**config.mk**
```make
export PLATFORM = sky130hd
export DESIGN_NAME = pulp_fetch_prefetcher
export DESIGN_NICKNAME = d
export VERILOG_FILES = /design/src/rtl/pulp_fetch_prefetcher.sv
export SDC_FILE = /design/constraint.sdc
export NUM_CORES = 1
export LEC_CHECK = 0
export ABC_AREA = 1
export CORE_MARGIN = 3
export CORE_UTILIZATION = 30
export DETAILED_ROUTE_END_ITERATION = 12
export GPL_ROUTABILITY_DRIVEN = 0
export SLEW_MARGIN = 20
export SYNTH_ARGS = -nofsm -noshare
export SYNTH_HDL_FRONTEND = slang
export SYNTH_SLANG_ARGS = --single-unit
```
**constraint.sdc**
```tcl
create_clock -name clk_i -period 9 [get_ports clk_i]
set_input_delay 1.8 -clock clk_i [delete_from_list [all_inputs] [get_ports clk_i]]
set_output_delay 1.8 -clock clk_i [all_outputs]
set_load 0.01 [all_outputs]
```
**src/rtl/pulp_fetch_prefetcher.sv**
```systemverilog
// Sequential instruction prefetcher: issues word fetches from a branch target over a
// req/gnt/rvalid port, keeps a bounded number of requests in flight and buffers returned
// words in a small FIFO drained by decode. Branches flush the buffer and discard any
// responses still in flight.
module pulp_fetch_prefetcher #(
  parameter int unsigned FetchAddrWidth = 32,
  parameter int unsigned FetchDataWidth = 32,
  parameter int unsigned MaxOutstanding = 2,
  parameter int unsigned FifoDepth      = 4
) (
  input  logic                      clk_i,
  input  logic                      rst_ni,
  input  logic                      branch_i,
  input  logic [FetchAddrWidth-1:0] branch_addr_i,
  output logic                      instr_valid_o,
  input  logic                      instr_ready_i,
  output logic [FetchDataWidth-1:0] instr_rdata_o,
  output logic [FetchAddrWidth-1:0] instr_addr_o,
  output logic                      instr_err_o,
  output logic                      fetch_req_o,
  output logic [FetchAddrWidth-1:0] fetch_addr_o,
  input  logic                      fetch_gnt_i,
  input  logic                      fetch_rvalid_i,
  input  logic [FetchDataWidth-1:0] fetch_rdata_i,
  input  logic                      fetch_rerror_i,
  output logic                      busy_o
);

  localparam int unsigned ByteOffW = $clog2(FetchDataWidth / 8);
  localparam int unsigned PtrW     = (FifoDepth > 1) ? $clog2(FifoDepth) : 1;
  localparam int unsigned CntW     = $clog2(FifoDepth + MaxOutstanding + 1) + 1;

  localparam logic [FetchAddrWidth-1:0] AddrInc   = FetchAddrWidth'(FetchDataWidth / 8);
  localparam logic [FetchAddrWidth-1:0] AlignMask =
      ~(FetchAddrWidth'((64'd1 << ByteOffW) - 64'd1));
  localparam logic [CntW-1:0] MaxOut  = CntW'(MaxOutstanding);
  localparam logic [CntW-1:0] FifoDep = CntW'(FifoDepth);
  localparam logic [PtrW-1:0] PtrLast = PtrW'(FifoDepth - 1);

  typedef enum logic [1:0] {StIdle, StRun, StBranchWait} state_e;

  state_e                    state_q, state_d;
  logic [FetchAddrWidth-1:0] addr_q, addr_d;
  logic [FetchAddrWidth-1:0] br_addr_q, br_addr_d;
  logic [FetchAddrWidth-1:0] rsp_addr_q, rsp_addr_d;
  logic [CntW-1:0]           outst_q, outst_d;
  logic [CntW-1:0]           disc_q, disc_d;
  logic [CntW-1:0]           fifo_cnt_q, fifo_cnt_d;
  logic                      req_hold_q, req_hold_d;
  logic [PtrW-1:0]           wr_ptr_q, rd_ptr_q;

  logic [FetchDataWidth-1:0] mem_data_q [FifoDepth];
  logic [FetchAddrWidth-1:0] mem_addr_q [FifoDepth];
  logic                      mem_err_q  [FifoDepth];

  logic                      w_credit;
  logic                      w_gnt;
  logic                      w_push;
  logic                      w_pop;
  logic [CntW-1:0]           w_gnt_ext;
  logic [CntW-1:0]           w_rv_ext;
  logic [FetchAddrWidth-1:0] w_target;

  function automatic logic [PtrW-1:0] ptr_inc(input logic [PtrW-1:0] p);
    return (p == PtrLast) ? '0 : p + PtrW'(1);
  endfunction

  // A response that is not being discarded always has a reserved FIFO slot.
  assign w_credit  = (outst_q < MaxOut) && ((outst_q + fifo_cnt_q) < FifoDep);
  // Request is purely registered: a raised request is held via req_hold_q until granted.
  assign fetch_req_o   = req_hold_q || ((state_q == StRun) && w_credit);
  assign fetch_addr_o  = addr_q;
  assign w_gnt         = fetch_req_o && fetch_gnt_i;
  assign w_gnt_ext     = {{(CntW-1){1'b0}}, w_gnt};
  assign w_rv_ext      = {{(CntW-1){1'b0}}, fetch_rvalid_i};
  assign w_target      = branch_addr_i & AlignMask;
  assign w_push        = fetch_rvalid_i && (disc_q == '0) && !branch_i;
  assign w_pop         = instr_valid_o && instr_ready_i && !branch_i;
  assign outst_d       = outst_q + w_gnt_ext - w_rv_ext;
  assign busy_o        = (outst_q != '0) || fetch_req_o;

  assign instr_valid_o = (fifo_cnt_q != '0);
  assign instr_rdata_o = mem_data_q[rd_ptr_q];
  assign instr_addr_o  = mem_addr_q[rd_ptr_q];
  assign instr_err_o   = mem_err_q[rd_ptr_q];

  // Next-state: FSM, fetch/response addresses and discard bookkeeping.
  always_comb begin
    state_d    = state_q;
    addr_d     = addr_q;
    br_addr_d  = br_addr_q;
    rsp_addr_d = rsp_addr_q;
    req_hold_d = fetch_req_o && !fetch_gnt_i;
    disc_d     = disc_q;
    if (fetch_rvalid_i && (disc_q != '0)) disc_d = disc_q - CntW'(1);
    if (w_push) rsp_addr_d = rsp_addr_q + AddrInc;
    if (w_gnt) addr_d = addr_q + AddrInc;

    unique case (state_q)
      StIdle: begin
        if (branch_i) begin
          addr_d     = w_target;
          rsp_addr_d = w_target;
          state_d    = StRun;
        end
      end
      StRun: begin
        if (branch_i) begin
          // Everything in flight, including a grant in this cycle, belongs to the old stream.
          disc_d = outst_q + w_gnt_ext - w_rv_ext;
          if (fetch_req_o && !fetch_gnt_i) begin
            br_addr_d = w_target;
            state_d   = StBranchWait;
          end else begin
            addr_d     = w_target;
            rsp_addr_d = w_target;
          end
        end
      end
      StBranchWait: begin
        if (branch_i) br_addr_d = w_target;
        if (w_gnt) begin
          disc_d     = disc_d + CntW'(1);
          addr_d     = branch_i ? w_target : br_addr_q;
          rsp_addr_d = branch_i ? w_target : br_addr_q;
          state_d    = StRun;
        end
      end
      default: state_d = StIdle;
    endcase
  end

  // FIFO occupancy; a branch flush overrides any push or pop in the same cycle.
  always_comb begin
    fifo_cnt_d = fifo_cnt_q;
    if (branch_i) begin
      fifo_cnt_d = '0;
    end else begin
      if (w_push) fifo_cnt_d = fifo_cnt_d + CntW'(1);
      if (w_pop)  fifo_cnt_d = fifo_cnt_d - CntW'(1);
    end
  end

  // Control state and counters.
  always_ff @(posedge clk_i or negedge rst_ni) begin
    if (!rst_ni) begin
      state_q    <= StIdle;
      addr_q     <= '0;
      br_addr_q  <= '0;
      rsp_addr_q <= '0;
      outst_q    <= '0;
      disc_q     <= '0;
      fifo_cnt_q <= '0;
      req_hold_q <= 1'b0;
    end else begin
      state_q    <= state_d;
      addr_q     <= addr_d;
      br_addr_q  <= br_addr_d;
      rsp_addr_q <= rsp_addr_d;
      outst_q    <= outst_d;
      disc_q     <= disc_d;
      fifo_cnt_q <= fifo_cnt_d;
      req_hold_q <= req_hold_d;
    end
  end

  // FIFO storage and pointers.
  always_ff @(posedge clk_i or negedge rst_ni) begin
    if (!rst_ni) begin
      wr_ptr_q <= '0;
      rd_ptr_q <= '0;
      for (int unsigned i = 0; i < FifoDepth; i++) begin
        mem_data_q[i] <= '0;
        mem_addr_q[i] <= '0;
        mem_err_q[i]  <= 1'b0;
      end
    end else if (branch_i) begin
      wr_ptr_q <= '0;
      rd_ptr_q <= '0;
    end else begin
      if (w_push) begin
        mem_data_q[wr_ptr_q] <= fetch_rdata_i;
        mem_addr_q[wr_ptr_q] <= rsp_addr_q;
        mem_err_q[wr_ptr_q]  <= fetch_rerror_i;
        wr_ptr_q             <= ptr_inc(wr_ptr_q);
      end
      if (w_pop) rd_ptr_q <= ptr_inc(rd_ptr_q);
    end
  end

endmodule

```
==> results_dict.tcl, run 1 <==
set metrics [dict create \
    outcome "complete, no violations" \
    synth_nets 2722 \
    syn_inst 2627 \
    drt_iter0_markers 1829 \
    cp_max_fo 85 \
    cp.required_ps 7200 \
    cts_sinks 373 \
    ctsLongestPathBuffers 3 \
    rsz0062_at_grt "no" \
    grt_max_degree 166 \
    ys_types 45 \
    grt_pass1_vias 17210 \
    io_buffers 168 \
    start_util 0.3056 \
    cts_root_buf "clkbuf_16" \
    worstMarginPinSlew_ps 932.1 \
    area_delta_synth_final_pct 17.52 \
    synthFlopType "dfrtp_1" \
    drv_slew 0 \
    place_inst 3591 \
    ys_warn_count 0 \
    relSlewSlack 0.3786 \
    maxCapViolCount 0 \
    cts_setup_buffers 0 \
    track_usage 0.1740 \
    regToRegSetupSlack_ps 4500 \
    p_leak_uw 0.01173 \
    cts_htree_levels 2 \
    period_minus_slack_ps 5674 \
    wire_per_inst_microns 17.86 \
    drcViolationCount 0 \
    cp_data_arrival_time_ps 3870 \
    num_rows 96 \
    syn_avg_cell_area_sq_um 8.048 \
    antenna_left 0 \
    cts_tree "done" \
    tns_ps 0 \
    hold_path.class "flop to flop" \
    period_share 0.6304 \
    postCtsResizedCells 0 \
    setup_viol 0 \
    drt-total-wl_mm 65.49 \
    gr-total-overflow 0 \
    final_util 0.3591 \
    cp-start-kind "flop" \
    r2r_start "state_q[1]" \
    hpwl_mm 42.09 \
    syn-cell-area_sq_um 21140 \
    synth_edf_count 0 \
    worstSkewPairLatency_ps 590 \
    finClkSkew_ps 22.13 \
    die-area_sq_um 73700 \
    max_freq_ghz 0.1763 \
    die_w_microns 271.5 \
    hold_start "br_addr_q[23]" \
    antenna_found_initial 0 \
    vias 18560 \
    final_layout_size_suffix_gt1_frac 0.1225 \
    via_per_inst 5.062 \
    synth-seq-cells 373 \
    stdcell_count 3667 \
    peakVddDrop_mv 0.1601 \
    path_class "flop to output pin" \
    ys_seq_area_frac 0.4415 \
    clk_pin_slew_ps 60 \
    fin_nets 2800 \
    p_per_area_nw_per_um2 323.3 \
    dr.pass1.iters 5 \
    endpoint_kind "output pin" \
    final_hold_viol_count 0 \
    crit_start "rd_ptr_q[0]" \
    die_h_microns 271.5 \
    async_reset_ff_frac 1.000 \
    hold_buffers 0 \
    cts_buffers 43 \
    core_sq_um 69190 \
    grt_pass1_wl_mm 102.0 \
    io_pins 171 \
]
## final cells by class
class | count | area, sq um
antenna | 1 | 2.502
clock buffer | 61 | 1224
clock inverter | 14 | 160.2
fill | 7228 | 44340
inverter | 200 | 755.7
multi-input combinational | 1895 | 10330
sequential | 373 | 9339
tap | 931 | 1165
timing repair buffer | 192 | 1874
## per-stage QoR
stage          hold slack, ps  area (sq um)  total power, uW  worst slack (ps)
4_1_cts                 496.2         24840             8077              3279
2_1_floorplan           449.7         21140             4689              4976
3_5_place_dp            480.8         23460             6282              3919
3_3_place_gp            469.0         23460             6257              3889
6_report                488.8         24850             8032              3326
5_1_grt                 505.1         24840             8614              3049
## final timing paths
check                                        end  cells after the start
worst max-delay path            instr_addr_o[11]                      5
worst min-delay path               br_addr_q[23]                      2
worst max register to register         disc_q[2]                     19
worst min register to register     br_addr_q[23]                      2
max in group asynchronous            rd_ptr_q[0]                      2
min in group asynchronous          mem_data_q[5]                      1
## layout by cell type, fill, tap and decap left out, types with 44 or more instances in the layout
cell,synthesis,final
nand2_1,519,519
dfrtp_1,373,371
nor2_1,371,368
o21ai_0,234,234
mux2_2,208,208
inv_1,191,187
clkdlybuf4s50_1,0,166
a21oi_1,135,135
nand3_1,125,125
o22ai_1,74,74
nor3_1,44,44
## critical path, stage by stage, from the launching register on
cell and delay (ps):
dfrtp_4 750, inv_4 510, buf_4 800, o21ai_0 160
o22ai_1 330, clkdlybuf4s50_1 620
## power by group
group | internal [uW] | switching [uW] | total (uW)
Sequential | 2170 | 530 | 2700
Combinational | 1500 | 2080 | 3580
Clock | 1010 | 745 | 1760
Total | 4680 | 3360 | 8030
## sequential cells by signal, summed over array words and instances (netlist names)
| signal | cells |
|---|---|
| rd_ptr_q | 2 |
| mem_data_q | 128 |
| state_q | 2 |
| br_addr_q | 32 |
| outst_q | 4 |
| mem_err_q | 4 |
| fetch_addr_o | 31 |
| rsp_addr_q | 31 |
| mem_addr_q | 128 |
| req_hold_q | 1 |
| wr_ptr_q | 2 |
| disc_q | 4 |
| fifo_cnt_q | 4 |
## metal layers
layer,GRT usage,part of all wire
met1,0.2547,0.47
met2,0.2695,0.44
met3,0.02713,0.071
met4,0.03996,0.019
met5,0,0
## synthesized netlist by cell type, types with 4 or more instances
cell type | number | area (sq um)
nand2_1 | 519 | 1948
dfrtp_1 | 373 | 9334
nor2_1 | 371 | 1393
o21ai_0 | 234 | 1171
mux2_2 | 208 | 2342
inv_1 | 191 | 716.9
a21oi_1 | 135 | 675.7
nand3_1 | 125 | 625.6
clkbuf_1 | 78 | 292.8
o22ai_1 | 74 | 462.9
buf_2 | 53 | 265.3
nor3_1 | 44 | 220.2
o21ai_1 | 38 | 190.2
nand4_1 | 33 | 206.5
xor2_1 | 24 | 210.2
ha_1 | 23 | 287.8
o211ai_1 | 11 | 82.58
buf_4 | 10 | 75.07
buf_1 | 9 | 33.78
buf_6 | 8 | 90.09
xnor2_1 | 8 | 70.07
inv_2 | 7 | 26.28
o21bai_1 | 7 | 52.55
nand2_4 | 5 | 56.30
o2111ai_1 | 4 | 35.03
## cell families (layout without fill, tap and decap cells)
kind of cell    count (synthesis)  after routing  synth area share
flops                         373            373            0.4415
xor+xnor                       32             32           0.01326
fa+ha+maj                      24             24           0.01456
buf+inv                       359            467           0.07167
mux                           208            208            0.1108
compound gates                512            512            0.1298
other cells                     0              1                 0
simple gates                 1119           1119            0.2184
(Power assumes the default switching activity.)
==> run 2, diff against run 1 <==
==> constraint.sdc (replaced) <==
create_clock -name clk_i -period 5.7 [get_ports clk_i]
set_input_delay 1.14 -clock clk_i [delete_from_list [all_inputs] [get_ports clk_i]]
set_output_delay 1.14 -clock clk_i [all_outputs]
set_load 0.01 [all_outputs]
==> results_dict.tcl, run 2 (same netlist as run 1, synthesis figures left out) <==
set metrics [dict create \
    peakVddDrop_mv 0.2483 \
    cts_root_buf "clkbuf_16" \
    crit_family "buffers and inverters" \
    io_pins 171 \
    cts_tree "done" \
    setup_viol 0 \
    drcViolationCount 0 \
    cp_slowest_cell "inv_4" \
    r2r-end "rsp_addr_q[12]" \
    drt_iter0_markers 1604 \
    cts_buffers 43 \
    p_total_uw 12870 \
    hold_path.class "flop to flop" \
    netSwitchingFraction 0.4126 \
    finClkSkew_ps 27.99 \
    switchingPower_uw 5311 \
    worstMarginPinSlew_ps 1024 \
    final_cell_mix "nand2_1, dfrtp_1, nor2_1" \
    hold_path_depth 2 \
    hold_buffers 0 \
    cp_num_buf_inv 3 \
    seq_power_share 0.329 \
    die_w_microns 271.5 \
    worstHoldEndpoint "br_addr_q[3]" \
    maxCapViolCount 0 \
    regToRegSetupSlack_ps 1690 \
    hpwl_mm 43.17 \
    worstSkewPairLatency_ps 600 \
    die-area_sq_um 73700 \
    die_h_microns 271.5 \
    vias 18550 \
    r2r.worst_path.cells 18 \
    drt-total-wl_mm 65.77 \
    hold_slack_ps 489.5 \
    io_buffers 168 \
    cp.required_ps 4560 \
    cts_sinks 373 \
    register_area_sq_um 9339 \
    intPower_uw 7561 \
    p_clk_frac 0.229 \
    cts_setup_buffers 0 \
    final_layout_size_suffix_gt1_frac 0.1255 \
    period_minus_slack_ps 4583 \
    num_rows 96 \
    busiest_layer "met2" \
    hold_start "br_addr_q[3]" \
    final_common_cell "nand2_1" \
    rsz0062_at_grt "no" \
    clk_pin_slew_ps 60 \
    cp-start-kind "flop" \
    antenna_found_initial 1 \
    cts_htree_levels 2 \
    period_share 0.8041 \
    ctsLongestPathBuffers 3 \
    reg_top3 "mem_addr_q x128, mem_data_q x128, br_addr_q x32" \
    grt_pass1_wl_mm 102.4 \
    fin_nets 2801 \
    r2r_start "state_q[1]" \
    cp_data_arrival_time_ps 3440 \
    cp_max_fo 84 \
    wire_per_inst_microns 17.90 \
    cp_slowest_stage_delay_ps 740 \
    postCtsResizedCells 0 \
    outcome "complete, no violations" \
    max_freq_ghz 0.2182 \
    gr-total-overflow 0 \
    multi_input_area_sq_um 10320 \
    antenna_left 0 \
    area_delta_synth_final_pct 18.40 \
    final_hold_viol_count 0 \
    relSlewSlack 0.3155 \
    tns_ps 0 \
    core_sq_um 69190 \
    via_per_inst 5.049 \
    grt_use_met3 0.03518 \
    start_util 0.3056 \
    cp_cell_sequence "inv_4 > buf_4 > o21ai_0 > o22ai_1 > clkdlybuf4s50_1" \
    stdcell_count 3674 \
    fill_cells 7286 \
    p_per_area_nw_per_um2 514.2 \
    use_met1 0.2497 \
    grt_util_met2 0.2714 \
    endpoint_kind "output pin" \
    place_area_sq_um 23530 \
    combPwrFrac 0.442 \
    drv_slew 0 \
    dr.pass1.iters 6 \
    place_inst 3592 \
    final_cell_area_sq_um 25030 \
    grt_max_degree 131 \
    path_class "flop to output pin" \
    p_leak_uw 0.01181 \
    track_usage 0.1751 \
    grt_pass1_vias 17240 \
]
run 2: changes by cell type in the layout (fill, tap and decap cells not counted), sizes merged:
cell      before  now
bufinv         2    5
clkinv         9   12
clkbuf        61   59
buf           26   27
clkinvlp       1    2
diode          1    2
run 2: cell type report:
cell class / instances / share of cell area
Antenna cell: 2 / 0.0001999
Inverter: 200 / 0.03019
Timing Repair Buffer: 193 / 0.07767
Tap cell: 931 / 0.04653
Clock buffer: 59 / 0.04898
Clock inverter: 21 / 0.01105
Multi-Input combinational cell: 1895 / 0.4123
Sequential cell: 373 / 0.3731
run 2: per-stage QoR:
| step | setup WS, ps | utilization |
|---|---|---|
| after CTS | 1055 | 0.3617 |
| after global routing | 855.6 | 0.3618 |
| final | 1117 | 0.3618 |
| after floorplan | 2336 | - |
| after global placement | 1504 | 0.3400 |
| after detailed placement | 1488 | 0.3400 |
run 2: worst max path at each step:
| stage | start | to | slack, ps | cells after the start |
|---|---|---|---|---|
| floorplan | fetch_gnt_i | disc_q[2] | 2340 | 13 |
| global placement | fetch_rvalid_i | mem_data_q[67] | 1500 | 5 |
| detailed placement | fetch_rvalid_i | mem_data_q[77] | 1490 | 5 |
| CTS | rd_ptr_q[0] | instr_rdata_o[24] | 1050 | 5 |
| global route | rd_ptr_q[0] | instr_rdata_o[28] | 860 | 5 |
| finish | rd_ptr_q[0] | instr_rdata_o[24] | 1120 | 5 |
run 2: worst register-to-register path, stage by stage (launching register included):
cell and delay (ps):
dfrtp_1 370, inv_1 90, ha_1 180, buf_4 230, inv_2 70, buf_4 370, nor3_2 80, nand2_1 70
nor2_1 40, nand2_1 90, nand2_4 150, nand2_4 250, buf_4 610, nand2_4 510, nand2_1 230, o21ai_1 80
nand2_1 70, inv_1 50, a21oi_1 330
run 2: power groups by stage:
stage                     clock, uW  sequential [uW]  combinational [uW]
final                          2950             4230                5690
after global routing           3130             4360                6330
after CTS                      3020             4220                5720
after detailed placement          0             4270                5700
after global placement            0             4250                5670
after floorplan                   0             3940                3460
run 2: per-layer routing:
metal	routed length, microns	share of wire
met5	0	0
met3	5117	0.078
met4	1308	0.020
met1	30260	0.46
met2	29080	0.44
